File: src/rtl/keypad_pkg.sv
// Shared types and helpers for the 4x3 matrix keypad scanner.
package keypad_pkg;

    typedef enum logic [1:0] {
        SCAN       = 2'd0,
        DEBOUNCE   = 2'd1,
        PRESSED    = 2'd2,
        RELEASE_DB = 2'd3
    } state_t;

    localparam logic [3:0] KEY_NONE = 4'd0;
    localparam int         ROWS     = 4;
    localparam int         COLS     = 3;

    // Row-major numbering starting at 1, so 0 stays free for "no key".
    function automatic logic [3:0] key_code(input logic [1:0] row, input logic [1:0] col);
        return {2'b00, row} * 4'd3 + {2'b00, col} + 4'd1;
    endfunction

endpackage

File: src/rtl/col_sync.sv
// Two-flop synchronizer; resets to all-ones so idle pulled-up lines read as released.
module col_sync #(
    parameter int WIDTH = 3
) (
    input  logic             clk,
    input  logic             reset,
    input  logic [WIDTH-1:0] raw,
    output logic [WIDTH-1:0] synced
);

    logic [WIDTH-1:0] meta;

    always_ff @(posedge clk or negedge reset) begin
        if (!reset) begin
            meta   <= '1;
            synced <= '1;
        end else begin
            meta   <= raw;
            synced <= meta;
        end
    end

endmodule

File: src/rtl/keypad_scanner.sv
// Row-strobing 4x3 keypad scanner with press/release debounce; presents a held
// key code (0 = none) plus a one-cycle key_valid pulse per accepted press.
module keypad_scanner
    import keypad_pkg::*;
#(
    parameter int SCAN_DIV     = 1000,
    parameter int DEBOUNCE_CNT = 500000
) (
    input  logic            clk,
    input  logic            reset,
    input  logic [COLS-1:0] col_sense,
    output logic [ROWS-1:0] row_drive,
    output logic [3:0]      keypad,
    output logic            key_valid,
    output logic            key_held
);

    localparam int SW = $clog2(SCAN_DIV);
    localparam int DW = $clog2(DEBOUNCE_CNT + 1);
    localparam logic [SW-1:0] SCAN_LAST = SW'(SCAN_DIV - 1);
    localparam logic [DW-1:0] DEB_DONE  = DW'(DEBOUNCE_CNT);

    state_t          state;
    logic [1:0]      row;
    logic [1:0]      col;
    logic [SW-1:0]   scan_cnt;
    logic [DW-1:0]   deb_cnt;
    logic [COLS-1:0] cs;
    logic [3:0]      cs_ext;
    logic            col_open;

    col_sync #(.WIDTH(COLS)) u_col_sync (
        .clk    (clk),
        .reset  (reset),
        .raw    (col_sense),
        .synced (cs)
    );

    function automatic logic [1:0] first_low(input logic [COLS-1:0] c);
        if (!c[0])      return 2'd0;
        else if (!c[1]) return 2'd1;
        else            return 2'd2;
    endfunction

    assign row_drive = ~(4'b0001 << row);
    // Padding bit keeps the latched-column lookup in range for any 2-bit index.
    assign cs_ext    = {1'b1, cs};
    assign col_open  = cs_ext[col];

    always_ff @(posedge clk or negedge reset) begin
        if (!reset) begin
            state     <= SCAN;
            row       <= 2'd0;
            col       <= 2'd0;
            scan_cnt  <= '0;
            deb_cnt   <= '0;
            keypad    <= KEY_NONE;
            key_valid <= 1'b0;
            key_held  <= 1'b0;
        end else begin
            key_valid <= 1'b0;
            case (state)
                SCAN: begin
                    // Columns are only trusted at the end of the slot, after settling.
                    if (scan_cnt == SCAN_LAST) begin
                        scan_cnt <= '0;
                        if (cs != 3'b111) begin
                            col     <= first_low(cs);
                            deb_cnt <= '0;
                            state   <= DEBOUNCE;
                        end else begin
                            row <= row + 2'd1;
                        end
                    end else begin
                        scan_cnt <= scan_cnt + SW'(1);
                    end
                end
                DEBOUNCE: begin
                    if (col_open) begin
                        state    <= SCAN;
                        row      <= row + 2'd1;
                        scan_cnt <= '0;
                        deb_cnt  <= '0;
                    end else if (deb_cnt == DEB_DONE) begin
                        state     <= PRESSED;
                        deb_cnt   <= '0;
                        keypad    <= key_code(row, col);
                        key_valid <= 1'b1;
                        key_held  <= 1'b1;
                    end else begin
                        deb_cnt <= deb_cnt + DW'(1);
                    end
                end
                PRESSED: begin
                    if (col_open) begin
                        state   <= RELEASE_DB;
                        deb_cnt <= '0;
                    end
                end
                RELEASE_DB: begin
                    // A re-close during release bounce resumes the held key silently.
                    if (!col_open) begin
                        state   <= PRESSED;
                        deb_cnt <= '0;
                    end else if (deb_cnt == DEB_DONE) begin
                        state    <= SCAN;
                        row      <= 2'd0;
                        scan_cnt <= '0;
                        deb_cnt  <= '0;
                        keypad   <= KEY_NONE;
                        key_held <= 1'b0;
                    end else begin
                        deb_cnt <= deb_cnt + DW'(1);
                    end
                end
                default: state <= SCAN;
            endcase
        end
    end

endmodule

File: config.mk
export PLATFORM = sky130hd
export DESIGN_NAME = keypad_scanner
export DESIGN_NICKNAME = d
export VERILOG_FILES = /design/src/rtl/keypad_pkg.sv /design/src/rtl/col_sync.sv /design/src/rtl/keypad_scanner.sv
export SDC_FILE = /design/constraint.sdc
export NUM_CORES = 1
export LEC_CHECK = 0
export ABC_AREA = 1
export CAP_MARGIN = 20
export CELL_PAD_IN_SITES_DETAIL_PLACEMENT = 0
export CELL_PAD_IN_SITES_GLOBAL_PLACEMENT = 1
export CORE_ASPECT_RATIO = 0.6
export CORE_UTILIZATION = 35
export CTS_BUF_LIST = sky130_fd_sc_hd__clkbuf_4 sky130_fd_sc_hd__clkbuf_8 sky130_fd_sc_hd__clkbuf_16
export CTS_CLUSTER_SIZE = 8
export DETAILED_ROUTE_END_ITERATION = 8
export PLACE_DENSITY = 0.61
export SETUP_SLACK_MARGIN = 0.05
export SYNTH_ARGS = -nofsm -noshare
export SYNTH_HDL_FRONTEND = slang
export SYNTH_SLANG_ARGS = --single-unit
File: constraint.sdc
create_clock -name clk -period 2.8 [get_ports clk]
set_clock_uncertainty 0.1 [all_clocks]
set_input_delay 0.42 -clock clk [delete_from_list [all_inputs] [get_ports clk]]
set_output_delay 0.42 -clock clk [all_outputs]
set_load 0.01 [all_outputs]
==> run_results.csv <==
group,metric,value,unit
run_status,run_status,"complete, no violations",
floorplan,top_level_ports,15,
place,dp_hpwl,5510,µm
synth,async_reset_ff_share,100,%
worst_setup_path,worst-endpoint-arrival,2.33,ns
synth,yosys_warnings,0,
clock_network,post_cts_setup_buffer_count,0,
routing,detail_route.wl_per_cell,13.8,µm
floorplan,chipWidth,119,µm
sta,finalSetupViolCount,0,
finish,post_route_cells_drive_above_1_share,8.62,%
sta,post-route-period-util,78.4,%
routing,ant_nets,0,
worst_setup_path,r2r_cells,11,
sta,number_of_slew_limit_violations_in_the_final_report,0,
worst_setup_path,timing.rr.start,"scan_cnt[0]$_DFFE_PN0P_",
clock_network,cts_repair_resize_count,0,
global_routing,grt_pass1_wl,12100,µm
finish,final_net_count,422,
sta,fmax,455,MHz
floorplan,floorplan.initialDensity,36.2,%
worst_setup_path,crit_path_max_fanout,19,
clock_network,clockBufferDepth,2,
routing,drt_drc_violations_left,0,
run,drv_cap,0,
place,numPortBuffers,14,
sta,final-hold-violation-count,0,
worst_setup_path,timing.critical_path.from_type,"register",
routing,drt_pass1_iterations,5,
floorplan,die_y,72.1,µm
global_routing,largest_net_degree_at_the_start_of_global_routing,48,
synth,syn-instance-count,387,
sta,slew-limit-headroom,59.6,%
worst_setup_path,critPathRequiredTime,2.93,ns
floorplan,core_area,7910,µm²
min_path,holdCritPathClass,"input port to async pin",
pwr,leakagePower,1.48,nW
finish,final_design_area_no_fill,3300,µm²
synth,synthesis.area,2870,µm²
sta,totalNegativeSetupSlack,0,ns
clock_network,level_count_of_the_clock_h_tree,2,
synth,synth-edff-count,0,
global_routing,groute.usage.overall,18.5,%
synth,ys_seq_elements,47,
clock_network,clock-sinks,47,
sta,worst_pin_slew,0.606,ns
synth,post-synth-top-area-fraction,35.8,%
synth,sequential_area_share_after_synthesis,41.3,%
finish,inserted_diodes,0,
pwr,cellPowerDensity,452,nW/µm²
finish,final.fill_count,824,
clock_network,tritoncts.num_buffers,5,
clock_network,ctsRootBufferMaster,"clkbuf_16",
floorplan,row_count,25,
global_routing,global_route.overflow_total,0,
pwr,worst_ir_drop_vdd,243,µV
finish,mostFrequentLayoutCells,"nand2_1 (102), inv_1 (53), nor2_1 (52)",
synth,synth_cell_types,35,
global_routing,grt_pass1_vias,2188,
clock_network,cts_tree,"built",
synth,synth_area_leader_cell,"dfrtp_1",
worst_setup_path,critPathKind,"register to register",
synth,synth.avg_cell_area,7.41,µm²
finish,most_common_library_cell_in_the_layout_ignoring_fill_and_taps,"nand2_1",
finish,syn2layout_area_growth,15.0,%
routing,postRouteWirelength,7110,µm
clock_network,worst_skew_pair.late_latency,0.29,ns
synth,postSynthNetCount,404,
clock_network,cts_hold_buf,0,
sta,grt_setup_unrepaired,"no",
sta,timing.final.crit_period,2.20,ns
place,place.gp.congestion,0.790,
routing,routed_via_density,4.73,
worst_setup_path,worst_setup_slack_for_register_to_register_paths,0.60,ns
global_routing,number_of_antenna_violations_at_the_first_check_in_global_routing,0,
clock_network,worst_setup_hold_path_clk_slew,0.06,ns
routing,detail_route.iter0.violations,215,
floorplan,dieArea,8570,µm²
worst_setup_path,kind_of_capture_point_of_the_worst_setup_path,"register",
routing,vias,2429,
synth,synth_top_cells_by_area,"dfrtp_1 (36%), nand2_1 (13%), inv_1 (6.9%), nor2_1 (6.8%), dfstp_2 (5.5%)",
place,detailed_place.area,3100,µm²
synth,synthFlopType,"dfrtp_1",
[report_power, final]
| part | leakage, nW | internal, W | switching (W) | total, W |
|---|---|---|---|---|
| Combinational | 0.766 | 0.00000691 | 0.0000196 | 0.0000265 |
| Sequential | 0.622 | 0.000687 | 0.00000428 | 0.000691 |
| Clock | 0.0900 | 0.000511 | 0.000262 | 0.000773 |
| Total | 1.48 | 0.00121 | 0.000286 | 0.00149 |
[cell usage after synthesis, drive strengths merged, types with 2 or more instances]
cell and n:
a21oi 9, buf 4, dfrtp 41, dfstp 6, fa 2, ha 10
inv 56, nand2 109, nand3 31, nand4 16, nor2 55, nor3 10
o211ai 2, o21ai 24, o21bai 2
[how the worst max path moves through the flow]
| stage | endpoint | startpoint | cells after the start | slack [ns] |
|---|---|---|---|---|
| 2_1_floorplan | keypad[2]$_DFFE_PN0P_ | row[0]$_DFFE_PN0P_ | 5 | 0.89 |
| 3_3_place_gp | register | scan_cnt[0]$_DFFE_PN0P_ | 11 | 0.66 |
| 3_5_place_dp | deb_cnt[17]$_DFFE_PN0P_ | scan_cnt[0]$_DFFE_PN0P_ | 10 | 0.63 |
| 4_1_cts | row_drive[2] | row[0]$_DFFE_PN0P_ | 4 | 0.58 |
| 5_1_grt | register | scan_cnt[0]$_DFFE_PN0P_ | 11 | 0.41 |
| 6_report | register | scan_cnt[0]$_DFFE_PN0P_ | 11 | 0.60 |
[worst max-delay path, stage by stage (launching register included)]
cell	delay [ns]
dfrtp_1	0.42
ha_1	0.25
nand3_2	0.14
nor2_4	0.13
nand2_4	0.09
nand2_4	0.09
inv_4	0.05
nor2_8	0.28
nand2_2	0.26
nor2_1	0.19
nand2_1	0.06
nand2_1	0.06
[final cells by class]
type	count	area, µm²	area share [%]
inverters	56	213	6.45
flip-flops and latches	47	1180	35.9
clock inverters	3	67.6	2.05
repair buffers	16	150	4.56
clock buffers	5	125	3.80
well taps	108	135	4.10
multi-input cells	279	1420	43.1
[metal layers]
layer / GRT usage (%) / wire, µm / up-vias
li1: - / - / 1281
met1: 31.7 / 4360 / 1090
met2: 21.1 / 2310 / 53
met3: 5.19 / 403 / 5
met4: 3.38 / 47 / 0
met5: 0 / 0 / -
[registers in the layout, summed over array words and instances (netlist names), 2 cells and up, named ones only]
name	cells
col	2
deb_cnt	19
keypad	4
row	2
scan_cnt	10
u_col_sync.meta	3
u_col_sync.synced	3
[cell families after synthesis]
group | count (synthesis) | synth area share (%)
adders and majority gates | 12 | 5.76
DFF | 47 | 41.3
buffers and inverters | 61 | 9.12
xor gates and xnor gates | 2 | 0.611
AOI/OAI and AO/OA | 42 | 8.38
and+or+nand+nor | 223 | 34.8
[per-stage QoR]
step	hold WS, ns	total power [W]	instances	util, %	setup WS (ns)
4_1_cts	0.155	0.00152	514	41.6	0.577
2_1_floorplan	0.0244	0.000708	387	-	0.894
6_report	0.126	0.00149	514	41.6	0.604
5_1_grt	0.184	0.00155	514	41.6	0.406
3_5_place_dp	0.247	0.000732	506	39.2	0.632
3_3_place_gp	0.246	0.000732	506	39.2	0.660
Note: power is estimated with default switching activity, not from simulation.
